--- src/rtl/lighting_pkg.sv ---
// -----------------------------------------------------------------------------
// lighting_pkg
// Shared types and constants for the lighting controllers.
//   light_state_t : 2-bit lamp/mode FSM state encoding
//   TIMER_W       : width of the auto-shutdown inactivity timer
//   lamp_on()     : lamp enable decoded from a state
//   is_manual()   : mode indicator decoded from a state
// -----------------------------------------------------------------------------
package lighting_pkg;

    localparam int TIMER_W = 16;

    typedef enum logic [1:0] {
        AUTO_OFF   = 2'b00,
        AUTO_ON    = 2'b01,
        MANUAL_OFF = 2'b10,
        MANUAL_ON  = 2'b11
    } light_state_t;

    function automatic logic lamp_on(input light_state_t s);
        return (s == AUTO_ON) || (s == MANUAL_ON);
    endfunction

    function automatic logic is_manual(input light_state_t s);
        return (s == MANUAL_OFF) || (s == MANUAL_ON);
    endfunction

endpackage

--- src/rtl/sync_2ff.sv ---
// -----------------------------------------------------------------------------
// sync_2ff
// Two-flop synchronizer for a single asynchronous level input.
//   clk : destination clock
//   rst : asynchronous active-high reset, clears both flops to 0
//   d_i : asynchronous input level
//   q_o : synchronized level, two clk edges behind d_i
// -----------------------------------------------------------------------------
module sync_2ff (
    input  logic clk,
    input  logic rst,
    input  logic d_i,
    output logic q_o
);

    logic meta_q;
    logic sync_q;

    // Two-stage capture chain; meta_q may go metastable and is never used elsewhere.
    always_ff @(posedge clk or posedge rst) begin
        if (rst) begin
            meta_q <= 1'b0;
            sync_q <= 1'b0;
        end else begin
            meta_q <= d_i;
            sync_q <= meta_q;
        end
    end

    assign q_o = sync_q;

endmodule

--- src/rtl/light_mode_ctrl.sv ---
// -----------------------------------------------------------------------------
// light_mode_ctrl
// Lamp and mode controller fed by classified button pulses and a presence
// sensor. Auto mode follows presence with an inactivity shutdown timer;
// manual mode toggles the lamp on short presses. Long press swaps modes.
//   AUTO_SHUTDOWN_T : absent-presence cycles before auto shutdown (1..65535)
//   clk      : system clock
//   rst      : asynchronous active-high reset
//   A        : long-press pulse (one cycle), toggles mode
//   B        : short-press pulse (one cycle), toggles lamp in manual mode
//   presence : raw presence level, asynchronous
//   lamp     : lamp enable, 1 = on
//   mode     : 0 = automatic, 1 = manual
// -----------------------------------------------------------------------------
module light_mode_ctrl
    import lighting_pkg::*;
#(
    parameter int unsigned AUTO_SHUTDOWN_T = 30000
) (
    input  logic clk,
    input  logic rst,
    input  logic A,
    input  logic B,
    input  logic presence,
    output logic lamp,
    output logic mode
);

    localparam logic [TIMER_W-1:0] TIMER_LAST = TIMER_W'(AUTO_SHUTDOWN_T - 1);

    logic                presence_s;
    light_state_t        state_q, state_d;
    logic [TIMER_W-1:0]  timer_q, timer_d;
    logic                lamp_q;
    logic                mode_q;

    sync_2ff u_presence_sync (
        .clk (clk),
        .rst (rst),
        .d_i (presence),
        .q_o (presence_s)
    );

    // Next-state and timer logic; A overrides B, B overrides presence_s.
    always_comb begin
        state_d = state_q;
        timer_d = timer_q;
        if (A) begin
            // Mode swap; any B in this cycle is dropped.
            case (state_q)
                AUTO_OFF, AUTO_ON:     state_d = MANUAL_OFF;
                MANUAL_OFF, MANUAL_ON: state_d = AUTO_OFF;
                default:               state_d = AUTO_OFF;
            endcase
            timer_d = {TIMER_W{1'b0}};
        end else begin
            case (state_q)
                AUTO_OFF: begin
                    if (presence_s) begin
                        state_d = AUTO_ON;
                        timer_d = {TIMER_W{1'b0}};
                    end else begin
                        state_d = AUTO_OFF;
                        timer_d = timer_q;
                    end
                end
                AUTO_ON: begin
                    if (presence_s) begin
                        // Retrigger: presence restarts the inactivity window.
                        timer_d = {TIMER_W{1'b0}};
                    end else if (timer_q == TIMER_LAST) begin
                        state_d = AUTO_OFF;
                        timer_d = {TIMER_W{1'b0}};
                    end else begin
                        timer_d = timer_q + TIMER_W'(1);
                    end
                end
                MANUAL_OFF: begin
                    if (B) begin
                        state_d = MANUAL_ON;
                    end else begin
                        state_d = MANUAL_OFF;
                    end
                    timer_d = {TIMER_W{1'b0}};
                end
                MANUAL_ON: begin
                    if (B) begin
                        state_d = MANUAL_OFF;
                    end else begin
                        state_d = MANUAL_ON;
                    end
                    timer_d = {TIMER_W{1'b0}};
                end
                default: begin
                    state_d = AUTO_OFF;
                    timer_d = {TIMER_W{1'b0}};
                end
            endcase
        end
    end

    // State, timer and output registers; outputs are decoded from the next
    // state so they change on the same edge as the state register.
    always_ff @(posedge clk or posedge rst) begin
        if (rst) begin
            state_q <= AUTO_OFF;
            timer_q <= {TIMER_W{1'b0}};
            lamp_q  <= 1'b0;
            mode_q  <= 1'b0;
        end else begin
            state_q <= state_d;
            timer_q <= timer_d;
            lamp_q  <= lamp_on(state_d);
            mode_q  <= is_manual(state_d);
        end
    end

    assign lamp = lamp_q;
    assign mode = mode_q;

endmodule

--- config.mk ---
export PLATFORM = sky130hd
export DESIGN_NAME = light_mode_ctrl
export DESIGN_NICKNAME = d
export VERILOG_FILES = /design/src/rtl/lighting_pkg.sv /design/src/rtl/sync_2ff.sv /design/src/rtl/light_mode_ctrl.sv
export SDC_FILE = /design/constraint.sdc
export NUM_CORES = 1
export LEC_CHECK = 0
export CAP_MARGIN = 10
export CORE_ASPECT_RATIO = 0.75
export CORE_MARGIN = 2
export CORE_UTILIZATION = 35
export CTS_CLUSTER_SIZE = 28
export DETAILED_ROUTE_END_ITERATION = 10
export PLACE_DENSITY = 0.64
export SYNTH_ARGS = -nofsm -noshare
export SYNTH_HDL_FRONTEND = slang
export SYNTH_SLANG_ARGS = --single-unit
--- constraint.sdc ---
create_clock -name clk -period 2 [get_ports clk]
set_clock_uncertainty 0.15 [all_clocks]
set_input_delay 0.4 -clock clk [delete_from_list [all_inputs] [get_ports clk]]
set_output_delay 0.4 -clock clk [all_outputs]
set_load 0.005 [all_outputs]
==> results of run 1 <==
critical path, cell delays in order, from the launching register on:
cell	delay [ns]
dfrtp_1	0.39
or4b_4	0.53
or4_4	0.50
buf_4	0.18
nand4_1	0.09
o211ai_1	0.12
registers in the layout, summed over array words and instances, names as in the netlist:
signal	cells
mode	1
u_presence_sync.q_o	1
timer_q	16
state_q	2
u_presence_sync.meta_q	1
logic make-up (layout without fill, tap and decap cells):
family / count (synthesis) / count (layout) / share of synthesized area
buffers and inverters: 9 / 38 / 0.0404
flip-flops: 21 / 21 / 0.471
AND/OR/NAND/NOR: 54 / 54 / 0.281
AO/OA/AOI/OAI: 15 / 15 / 0.102
XOR/XNOR: 12 / 12 / 0.0943
adder cells (fa/ha/maj): 1 / 1 / 0.0112
per-stage QoR:
stage | util | std cells | setup TNS, ns
finish | 0.489 | 179 | -0.988
floorplan | - | 112 | -0.270
global route | 0.489 | 179 | -2.00
global placement | 0.458 | 172 | -1.51
CTS | 0.477 | 177 | -1.18
detailed placement | 0.458 | 172 | -1.74
repair_timing:
action / in CTS / in global routing
setup buffers: 1 / 3
setup endpoints to repair: 16 / 17
hold buffers: 0 / 0
gates resized for setup: 1 / 6
pin swaps: 2 / 2
worst paths after layout:
path	endpoint
worst max-delay path	timer_q[13]
worst min-delay path	u_presence_sync.q_o
worst max register to register	timer_q[13]
worst min register to register	u_presence_sync.q_o
max in group asynchronous	timer_q[11]
min in group asynchronous	timer_q[0]
cells in the final DEF (no fill, tap or decap), types with 2 or more instances in the layout:
master,netlist,routed
nor2_1,10,10
or2_2,2,2
nand4b_1,2,2
o211ai_1,2,2
clkdlybuf4s50_1,0,6
buf_4,0,24
inv_1,3,3
o21ai_0,3,3
nor4_1,5,5
nand3_1,7,6
nand4_1,3,3
a21oi_1,2,2
nor3_1,3,3
clkbuf_8,0,3
xor2_1,3,3
or4_1,5,3
dfrtp_1,21,21
xnor2_1,9,9
nand2_1,7,6
o31ai_1,2,2
or4_4,0,2
cell usage after synthesis, drive strengths merged, types with 3 or more instances:
cell    count
xnor2       9
nand3       7
nor2       10
o21ai       4
xor2        3
or4         5
or2         3
buf         3
nand2       7
nor4        6
nand4       3
clkbuf      3
inv         3
nor3        3
dfrtp      21
cell type report:
type	instances	share of cell area
Timing Repair Buffer	31	0.178
Tap cell	38	0.0325
Clock buffer	4	0.0307
Inverter	3	0.00769
Multi-Input combinational cell	82	0.393
Sequential cell	21	0.359
layer usage:
metal / vias to the layer above / GRT usage
li1: 464 / -
met1: 472 / 0.212
met2: 26 / 0.285
met3: 7 / 0.0362
met4: 0 / 0.0882
met5: - / 0
report_power, final:
group	leakage (nW)	total, mW	switching [mW]	internal (mW)
Sequential	0.283	0.506	0.0511	0.455
Clock	0.0228	0.278	0.136	0.142
Combinational	0.257	0.165	0.0736	0.0911
==> flow_metrics.env, run 1 <==
export IMPL_status="finished, violations left"
export IMPL_violations="setup timing"
export IMPL_cap_viol_max_count=0
export IMPL_drc_errors=0
export IMPL_rsz0062_at_grt="true"
export IMPL_dpl_hpwl_mm=2.01
export IMPL_cts_buffers=3
export IMPL_ys_seq_elements=21
export IMPL_first_pass_iters=4
export IMPL_cp_max_fo=7
export IMPL_cp_arrival_ns=2.07
export IMPL_hold_worst_slack_ns=0.240
export IMPL_reg2reg_from="timer_q[4]"
export IMPL_drive_above_1_share=0.277
export IMPL_synthArstFlopShare=1.00
export IMPL_gr_total_overflow=0
export IMPL_coreArea_um2=3000
export IMPL_nets=148
export IMPL_yosys_area_top_type="dfrtp_1"
export IMPL_synth_cell_types=37
export IMPL_holdPathStages=0
export IMPL_cts_sinks=21
export IMPL_critPathLaunchType="flop"
export IMPL_grt_pass1_vias=963
export IMPL_finalPower_mw=0.949
export IMPL_hold_class="reg2reg"
export IMPL_gp_congestion=0.831
export IMPL_critPathLaunch="timer_q[4]"
export IMPL_end_kind="flop"
export IMPL_antenna_found_initial=0
export IMPL_peakVddDrop_uv=501
export IMPL_antennaDiodeCount=0
export IMPL_register_area_um2=526
export IMPL_vias=969
export IMPL_rows=17
export IMPL_dieArea_um2=3660
export IMPL_clockBufferDepth=2
export IMPL_finalSetupViolCount=15
export IMPL_p_leak_nw=0.563
export IMPL_synthTopCellsByArea="dfrtp_1 (47%), xnor2_1 (7.1%), nor2_1 (3.4%), or4_1 (3.4%), nand3_1 (3.1%)"
export IMPL_topRoutingLayerUsed="met4"
export IMPL_ctsHtreeMaxLevel=1
export IMPL_vias_per_cell=5.41
export IMPL_yosys_area_top_type_share=0.471
export IMPL_port_buffers=6
export IMPL_crit_required_ns=1.98
export IMPL_synth_flop_cell="dfrtp_1"
export IMPL_initial_core_util=0.372
export IMPL_place_area_um2=1370
export IMPL_final_area_um2=1470
export IMPL_slew_viol_final=0
export IMPL_grt_usage=0.171
export IMPL_ios=7
export IMPL_grt_max_degree=22
export IMPL_root_buffer="clkbuf_8"
export IMPL_worst_slack_ns=-0.0966
export IMPL_tritoncts="yes"
export IMPL_clk_pin_slew_ns=0.07
export IMPL_synth_warnings=0
export IMPL_met2_length_mm=1.26
export IMPL_min_from="u_presence_sync.meta_q"
export IMPL_place_ws_ns=-0.278
export IMPL_drtIter0Drc=47
export IMPL_seq_area_frac_synth=0.471
export IMPL_synthCells=112
export IMPL_max_clock_freq_ghz=0.477
export IMPL_syn_avg_cell_area_um2=9.95
export IMPL_ant_nets=0
export IMPL_relSlewSlack=0.737
export IMPL_syn_nets=118
export IMPL_die_w_um=69.2
export IMPL_areaGrowthSynthToFinish_pct=31.4
export IMPL_grt_pass1_wl_mm=4.72
export IMPL_criticalPathCategory="reg2reg"
export IMPL_reg2reg_depth=5
export IMPL_layout_min_cycle_time_ns=2.10
export IMPL_insertion_delay_ns=0.26
export IMPL_n_fill_cell=282
export IMPL_multi_input_area_um2=576
export IMPL_post_route_period_util=1.05
export IMPL_synthesis_area_um2=1110
export IMPL_routed_wl_mm=2.75
export IMPL_worst_pin_slew_ns=0.391
export IMPL_final_hold_viol_count=0
export IMPL_wire_per_inst_um=15.4
export IMPL_wl_met3_um=149
export IMPL_die_y_um=52.9
export IMPL_p_per_area_nw_per_um2=648
export IMPL_synth_edf_count=0
export IMPL_met1_length_mm=1.27
export IMPL_r2r_slack_ns=-0.1
Power figures use the tool's default switching activity.
==> inputs of run 2 (changes only) <==
Settings changed: CAP_MARGIN 10 to not set.
==> results of run 2 <==
Final layout, timing and power as in run 1 (identical DEF).
==> inputs of run 3 (changes only) <==
Settings changed: SLEW_MARGIN set to 10.
==> results of run 3 <==
Final layout, timing and power as in run 1 (identical DEF).
